File: src/rtl/mem_access_ctrl_pkg.sv
// Shared definitions for the MEM-stage data-memory access controller:
// FSM encoding, default timeout, alignment mask and counter width.
package mem_access_ctrl_pkg;

   typedef enum logic [1:0] {
      IDLE = 2'd0,
      BUSY = 2'd1,
      DONE = 2'd2
   } state_e;

   localparam int unsigned TIMEOUT_CYC_DEF = 15;
   localparam int unsigned CNT_W           = 8;
   localparam logic [1:0]  MISALIGN_MASK   = 2'b11;

endpackage : mem_access_ctrl_pkg

File: src/rtl/timeout_cnt.sv
// Clearable 8-bit up-counter; o_tc flags that the count equals TC_VAL.
module timeout_cnt
   import mem_access_ctrl_pkg::*;
#(
   parameter logic [CNT_W-1:0] TC_VAL = CNT_W'(TIMEOUT_CYC_DEF - 1)
) (
   input  logic i_clk,
   input  logic i_resetn,
   input  logic i_clr,
   input  logic i_en,
   output logic o_tc
);

   logic [CNT_W-1:0] count_q, count_d;

   always_comb begin
      // NOTE: default first so every path assigns count_d and no latch is inferred.
      count_d = count_q;
      if (i_clr)     count_d = '0;
      else if (i_en) count_d = count_q + CNT_W'(1);
   end

   // NOTE: non-blocking assignments in clocked blocks keep every flop sampling pre-edge values.
   always_ff @(posedge i_clk) begin
      if (!i_resetn) count_q <= '0;
      else           count_q <= count_d;
   end

   assign o_tc = (count_q == TC_VAL);

endmodule : timeout_cnt

File: src/rtl/mem_access_ctrl.sv
// MEM-stage data-memory access controller: issues one bus request per load/store,
// stalls the pipeline until ack or timeout, and reports misalignment and bus errors.
module mem_access_ctrl
   import mem_access_ctrl_pkg::*;
#(
   parameter int unsigned TIMEOUT_CYC = TIMEOUT_CYC_DEF
) (
   input  logic        i_clk,
   input  logic        i_resetn,
   input  logic        i_mem_read,
   input  logic        i_mem_write,
   input  logic [31:0] i_mem_addr,
   input  logic [31:0] i_mem_wdata,
   input  logic        i_flush,
   output logic        o_dm_req,
   output logic        o_dm_we,
   output logic [31:0] o_dm_addr,
   output logic [31:0] o_dm_wdata,
   input  logic        i_dm_ack,
   input  logic [31:0] i_dm_rdata,
   output logic        o_stall,
   output logic [31:0] o_rd_dmem,
   output logic        o_misalign,
   output logic        o_bus_err
);

   state_e      state_q, state_d;
   logic        dm_req_q, dm_req_d;
   logic        dm_we_q, dm_we_d;
   logic [31:0] dm_addr_q, dm_addr_d;
   logic [31:0] dm_wdata_q, dm_wdata_d;
   logic [31:0] rd_dmem_q, rd_dmem_d;
   logic        misalign_q, misalign_d;
   logic        bus_err_q, bus_err_d;

   logic access_req, aligned;
   logic cnt_clr, cnt_en, cnt_tc;

   assign access_req = (i_mem_read | i_mem_write) & ~i_flush;
   assign aligned    = ((i_mem_addr[1:0] & MISALIGN_MASK) == 2'b00);

   timeout_cnt #(
      .TC_VAL (CNT_W'(TIMEOUT_CYC - 1))
   ) u_timeout_cnt (
      .i_clk    (i_clk),
      .i_resetn (i_resetn),
      .i_clr    (cnt_clr),
      .i_en     (cnt_en),
      .o_tc     (cnt_tc)
   );

   always_comb begin
      state_d    = state_q;
      dm_req_d   = dm_req_q;
      dm_we_d    = dm_we_q;
      dm_addr_d  = dm_addr_q;
      dm_wdata_d = dm_wdata_q;
      rd_dmem_d  = rd_dmem_q;
      bus_err_d  = bus_err_q;
      misalign_d = 1'b0;
      cnt_clr    = 1'b0;
      cnt_en     = 1'b0;
      o_stall    = 1'b0;

      unique case (state_q)
         IDLE: begin
            if (access_req && aligned) begin
               o_stall    = 1'b1;
               state_d    = BUSY;
               dm_req_d   = 1'b1;
               dm_we_d    = i_mem_write;
               dm_addr_d  = i_mem_addr;
               dm_wdata_d = i_mem_wdata;
               cnt_clr    = 1'b1;
            end else if (access_req) begin
               misalign_d = 1'b1;
            end
         end
         BUSY: begin
            o_stall = 1'b1;
            // Ack takes priority over a timeout reached in the same cycle.
            if (i_dm_ack) begin
               state_d  = DONE;
               dm_req_d = 1'b0;
               if (!dm_we_q) rd_dmem_d = i_dm_rdata;
            end else if (cnt_tc) begin
               state_d   = DONE;
               dm_req_d  = 1'b0;
               bus_err_d = 1'b1;
               rd_dmem_d = '0;
            end else begin
               cnt_en = 1'b1;
            end
         end
         // One dead cycle so the still-presented instruction is not re-issued.
         DONE:    state_d = IDLE;
         default: state_d = IDLE;
      endcase
   end

   always_ff @(posedge i_clk) begin
      if (!i_resetn) begin
         state_q    <= IDLE;
         dm_req_q   <= 1'b0;
         dm_we_q    <= 1'b0;
         dm_addr_q  <= '0;
         dm_wdata_q <= '0;
         rd_dmem_q  <= '0;
         misalign_q <= 1'b0;
         bus_err_q  <= 1'b0;
      end else begin
         state_q    <= state_d;
         dm_req_q   <= dm_req_d;
         dm_we_q    <= dm_we_d;
         dm_addr_q  <= dm_addr_d;
         dm_wdata_q <= dm_wdata_d;
         rd_dmem_q  <= rd_dmem_d;
         misalign_q <= misalign_d;
         bus_err_q  <= bus_err_d;
      end
   end

   assign o_dm_req   = dm_req_q;
   assign o_dm_we    = dm_we_q;
   assign o_dm_addr  = dm_addr_q;
   assign o_dm_wdata = dm_wdata_q;
   assign o_rd_dmem  = rd_dmem_q;
   assign o_misalign = misalign_q;
   assign o_bus_err  = bus_err_q;

endmodule : mem_access_ctrl
File: config.mk
export PLATFORM = sky130hd
export DESIGN_NAME = mem_access_ctrl
export DESIGN_NICKNAME = d
export VERILOG_FILES = /design/src/rtl/mem_access_ctrl_pkg.sv /design/src/rtl/timeout_cnt.sv /design/src/rtl/mem_access_ctrl.sv
export SDC_FILE = /design/constraint.sdc
export NUM_CORES = 1
export LEC_CHECK = 0
export ABC_AREA = 1
export BUFFER_PORTS_ARGS = -buffer_cell sky130_fd_sc_hd__buf_2
export CAP_MARGIN = 20
export CORE_UTILIZATION = 46
export DETAILED_ROUTE_END_ITERATION = 8
export GPL_ROUTABILITY_DRIVEN = 0
export GPL_TIMING_DRIVEN = 1
export PLACE_DENSITY = 0.76
export SYNTH_ARGS = -nofsm -noshare
export SYNTH_HDL_FRONTEND = slang
export SYNTH_HIERARCHICAL = 1
export SYNTH_SLANG_ARGS = --single-unit
File: constraint.sdc
create_clock -name i_clk -period 2.8 [get_ports i_clk]
set_clock_uncertainty 0.1 [all_clocks]
set_input_delay 0.56 -clock i_clk [delete_from_list [all_inputs] [get_ports i_clk]]
set_output_delay 0.56 -clock i_clk [all_outputs]
set_load 0.02 [all_outputs]
==> metrics.md <==
| Metric | Value |
|---|---|
| Total Routing Usage GR | 22.0% |
| Synth Area in Adders | less than 1% |
| H-tree levels | 3 |
| DR vias/cell | 4.70 |
| # clock sinks | 110 |
| Clk_lat worst skew | 0.36 ns |
| WHS Endpoint | o_dm_addr[1]$_SDFFE_PN0P_ |
| First-pass GRT wire length | 20200 microns |
| Area Growth Syn to Fin | 24.4% |
| DP Cell Count | 1053 |
| Share of cells above drive strength 1 | 26.2% |
| Slew Limit Fails | 0 |
| Filler cell count | around 1.1k |
| Critical path fanouts, max | 32 |
| Final Hold Viols | 0 |
| Slew headroom | 56.5% |
| Top cells by area, synth | dfxtp_1 (44%), nand2_1 (16%), nor2_1 (13%) |
| Startpoint types | flip-flop |
| CTS Buf Count | 9 |
| Worst r2r src | u_timeout_cnt/count_q[1]$_SDFFE_PP0P_ |
| CTS Hold Bufs | 0 |
| Root Buffer | clkbuf_8 |
| Hold depth | 2 |
| Initial antenna violation count | 0 |
| Buffer depth of the longest clock path | 2 |
| Max-cap violations | 0 |
| Final setup TNS | 0 ns |
| I/O Buffers | 202 |
| Fin nets | 1032 |
| ANT nets after route | 0 |
| Pin slew with the least headroom to its limit | 0.653 ns |
| CP endpoint kind | flip-flop |
| Number of global-route vias before repair | about 4.4k |
| CTS resizes | 0 |
| Worst Hold Class | flip-flop to flip-flop |
| Post-Synth Simple-Gate Area | 39.7% |
| Status | completed |
| Mux cell area share after synthesis | 0% |
| Compound-cell area share of the yosys netlist | 1.34% |
| Row cnt | 37 |
| Setup Crit Path Kind | flip-flop to flip-flop |
| DR DRC count | 0 |
| Routed WL | 12500 microns |
| Post-synth top area share | between 40 and 50% |
| Synth Instances | 751 |
| Die span in y | 106 microns |
| Top cell type by total area after synthesis | dfxtp_1 |
| Library cells used by synthesis | 22 |
| Most common cell in the netlist | nand2_1 |
| Peak supply drop | 0.311 mV |
| Register bit total from synthesis | between 100 and 150 |
| Die W | 106 microns |
| Syn. warnings | 6 |
| Initial core utilization | 47.7% |
| Most instantiated cells after synthesis | nand2_1 (213), nor2_1 (171), dfxtp_1 (110) |
| Number of flops mapped to enable cells by yosys | 0 |
| RR Endpoint | o_rd_dmem[30]$_SDFFE_PN0P_ |
| WP data required | between 2 and 3 ns |
| Main combinational cell family by area after synthesis | simple AND/OR/NAND/NOR gates |
| Synth Area per Inst | 6.61 sq um |
| Diode count | 0 |
| RSZ-0062 raised after global routing | false |
| FF-to-FF setup slack | 0.69 ns |
| Top_reg_cell synth | dfxtp_1 |
| Register area share after synthesis | between 40 and 50% |
| Postcts setup bufs | 0 |
| Endpoints failing setup | 0 |
| Post-Syn Area | around 5000 sq um |
| Fmax | 0.473 GHz |
| Routed len/inst | approximately 12 microns |
| Clock transition at path regs | between 0.1 and 0.15 ns |
| R2R cell count | 11 |
| TritonCTS clock tree | yes |
| Post-synthesis xor/xnor area fraction | 0% |
| P_leak | 0.00339 uW |
| Largest net degree at the start of global routing | 65 |
| Hold Crit Start | o_dm_addr[1]$_SDFFE_PN0P_ |
| Core area | 10400 sq um |
| PD cells | 500 nW/um^2 |
| I/O Pins | between 200 and 250 |
| Tcrit/Tclk final | about 75% |
| Syn_nets | about 860 |
| Min Clock Period, post-route | roughly 2.1 ns |
| Starting DRT DRC Count | between 200 and 300 |
| Hpwl dp | ~8400 microns |
| Via Count | approximately 5k |
| Remaining Overflow, GRT | 0 |
| Non-Filler Instances | about 1.1k |
| Die footprint | 11200 sq um |
| Asr flop ratio synth | 0% |
| Worst EP arrival | around 2.3 ns |
| First-pass DRT Iterations | 4 |
==> per-stage QoR <==
step	total power, uW	utilization [%]	setup WS [ns]	hold WS, ns	cell area (sq um)
final	3090	59.3	0.687	0.337	6180
after global routing	3250	59.3	0.493	0.380	6180
after CTS	3120	59.3	0.726	0.337	6180
after detailed placement	2150	57.4	0.746	0.321	5980
after global placement	2140	57.4	0.800	0.320	5980
after floorplan	1980	-	1.01	0.358	4970
==> worst max-delay path by stage <==
stage | start | end | slack (ns)
after floorplan | i_mem_write | o_stall | 1.01
after global placement | i_mem_addr[0] | o_dm_addr[23]$_SDFFE_PN0P_ | 0.80
after detailed placement | u_timeout_cnt/count_q[1]$_SDFFE_PP0P_ | o_rd_dmem[30]$_SDFFE_PN0P_ | 0.75
after CTS | u_timeout_cnt/count_q[1]$_SDFFE_PP0P_ | o_rd_dmem[0]$_SDFFE_PN0P_ | 0.73
after global routing | u_timeout_cnt/count_q[1]$_SDFFE_PP0P_ | o_rd_dmem[8]$_SDFFE_PN0P_ | 0.49
final | u_timeout_cnt/count_q[1]$_SDFFE_PP0P_ | o_rd_dmem[30]$_SDFFE_PN0P_ | 0.69
==> power by group <==
part	internal, uW	total, uW	leakage, uW	switching, uW
logic	170	465	0.00240	295
registers	1620	1650	0.000894	26.3
clock network	445	978	0.0000972	533
total	2240	3090	0.00339	854
==> logic make-up after synthesis <==
group                    Yosys count
AND/OR/NAND/NOR                  466
AO/OA/AOI/OAI                     13
buffers and inverters            160
adder cells (fa/ha/maj)            2
flip-flops                       110
==> cell type report <==
type / instances / area (sq um) / share of cell area (%)
multi-input cells: 481 / 2090 / 33.8
clock buffers: 12 / 145 / 2.35
well taps: 136 / 170 / 2.75
flip-flops and latches: 110 / 2200 / 35.6
inverters: 112 / 420 / 6.80
clock inverters: 4 / 55.1 / 0.891
repair buffers: 214 / 1100 / 17.8
==> registers in the layout, summed over array words and instances, names as in the netlist <==
name and count:
o_dm_we 1, o_misalign 1, o_bus_err 1, state_q 2
o_dm_req 1, o_rd_dmem 32, u_timeout_cnt/count_q 8, o_dm_wdata 32
o_dm_addr 32
==> worst max-delay path, cell delays in order, from the launching register on <==
cell	delay, ns
dfxtp_1	0.40
ha_1	0.17
nand3_1	0.08
nor4_1	0.33
inv_1	0.07
nand2_1	0.14
nand2_1	0.10
nor2_4	0.08
buf_4	0.31
nand2_1	0.10
nand2_1	0.08
nor2_1	0.04
==> layout by cell type, fill, tap and decap left out <==
| cell | n |
|---|---|
| nand2_1 | 213 |
| buf_2 | 202 |
| nor2_1 | 169 |
| dfxtp_1 | 110 |
| inv_1 | 108 |
| nand4_1 | 64 |
| buf_4 | 12 |
| clkbuf_8 | 10 |
| a21oi_1 | 9 |
| nor2_4 | 8 |
| nand3_1 | 6 |
| inv_2 | 3 |
| nor2_2 | 3 |
| o21ai_0 | 3 |
| clkbuf_1 | 2 |
| ha_1 | 2 |
| clkinv_1 | 1 |
| nand3_2 | 1 |
| a31oi_1 | 1 |
| bufinv_16 | 1 |
| clkinvlp_4 | 1 |
| inv_6 | 1 |
| clkinv_4 | 1 |
| nor4_1 | 1 |
| nand2_2 | 1 |
==> per-layer routing <==
metal	track usage, %	up-vias	routed length, microns
li1	-	2618	-
met1	27.1	2244	5580
met2	38.0	132	6030
met3	3.19	27	545
met4	10.1	0	380
met5	0	-	0
(Power assumes the default switching activity.)
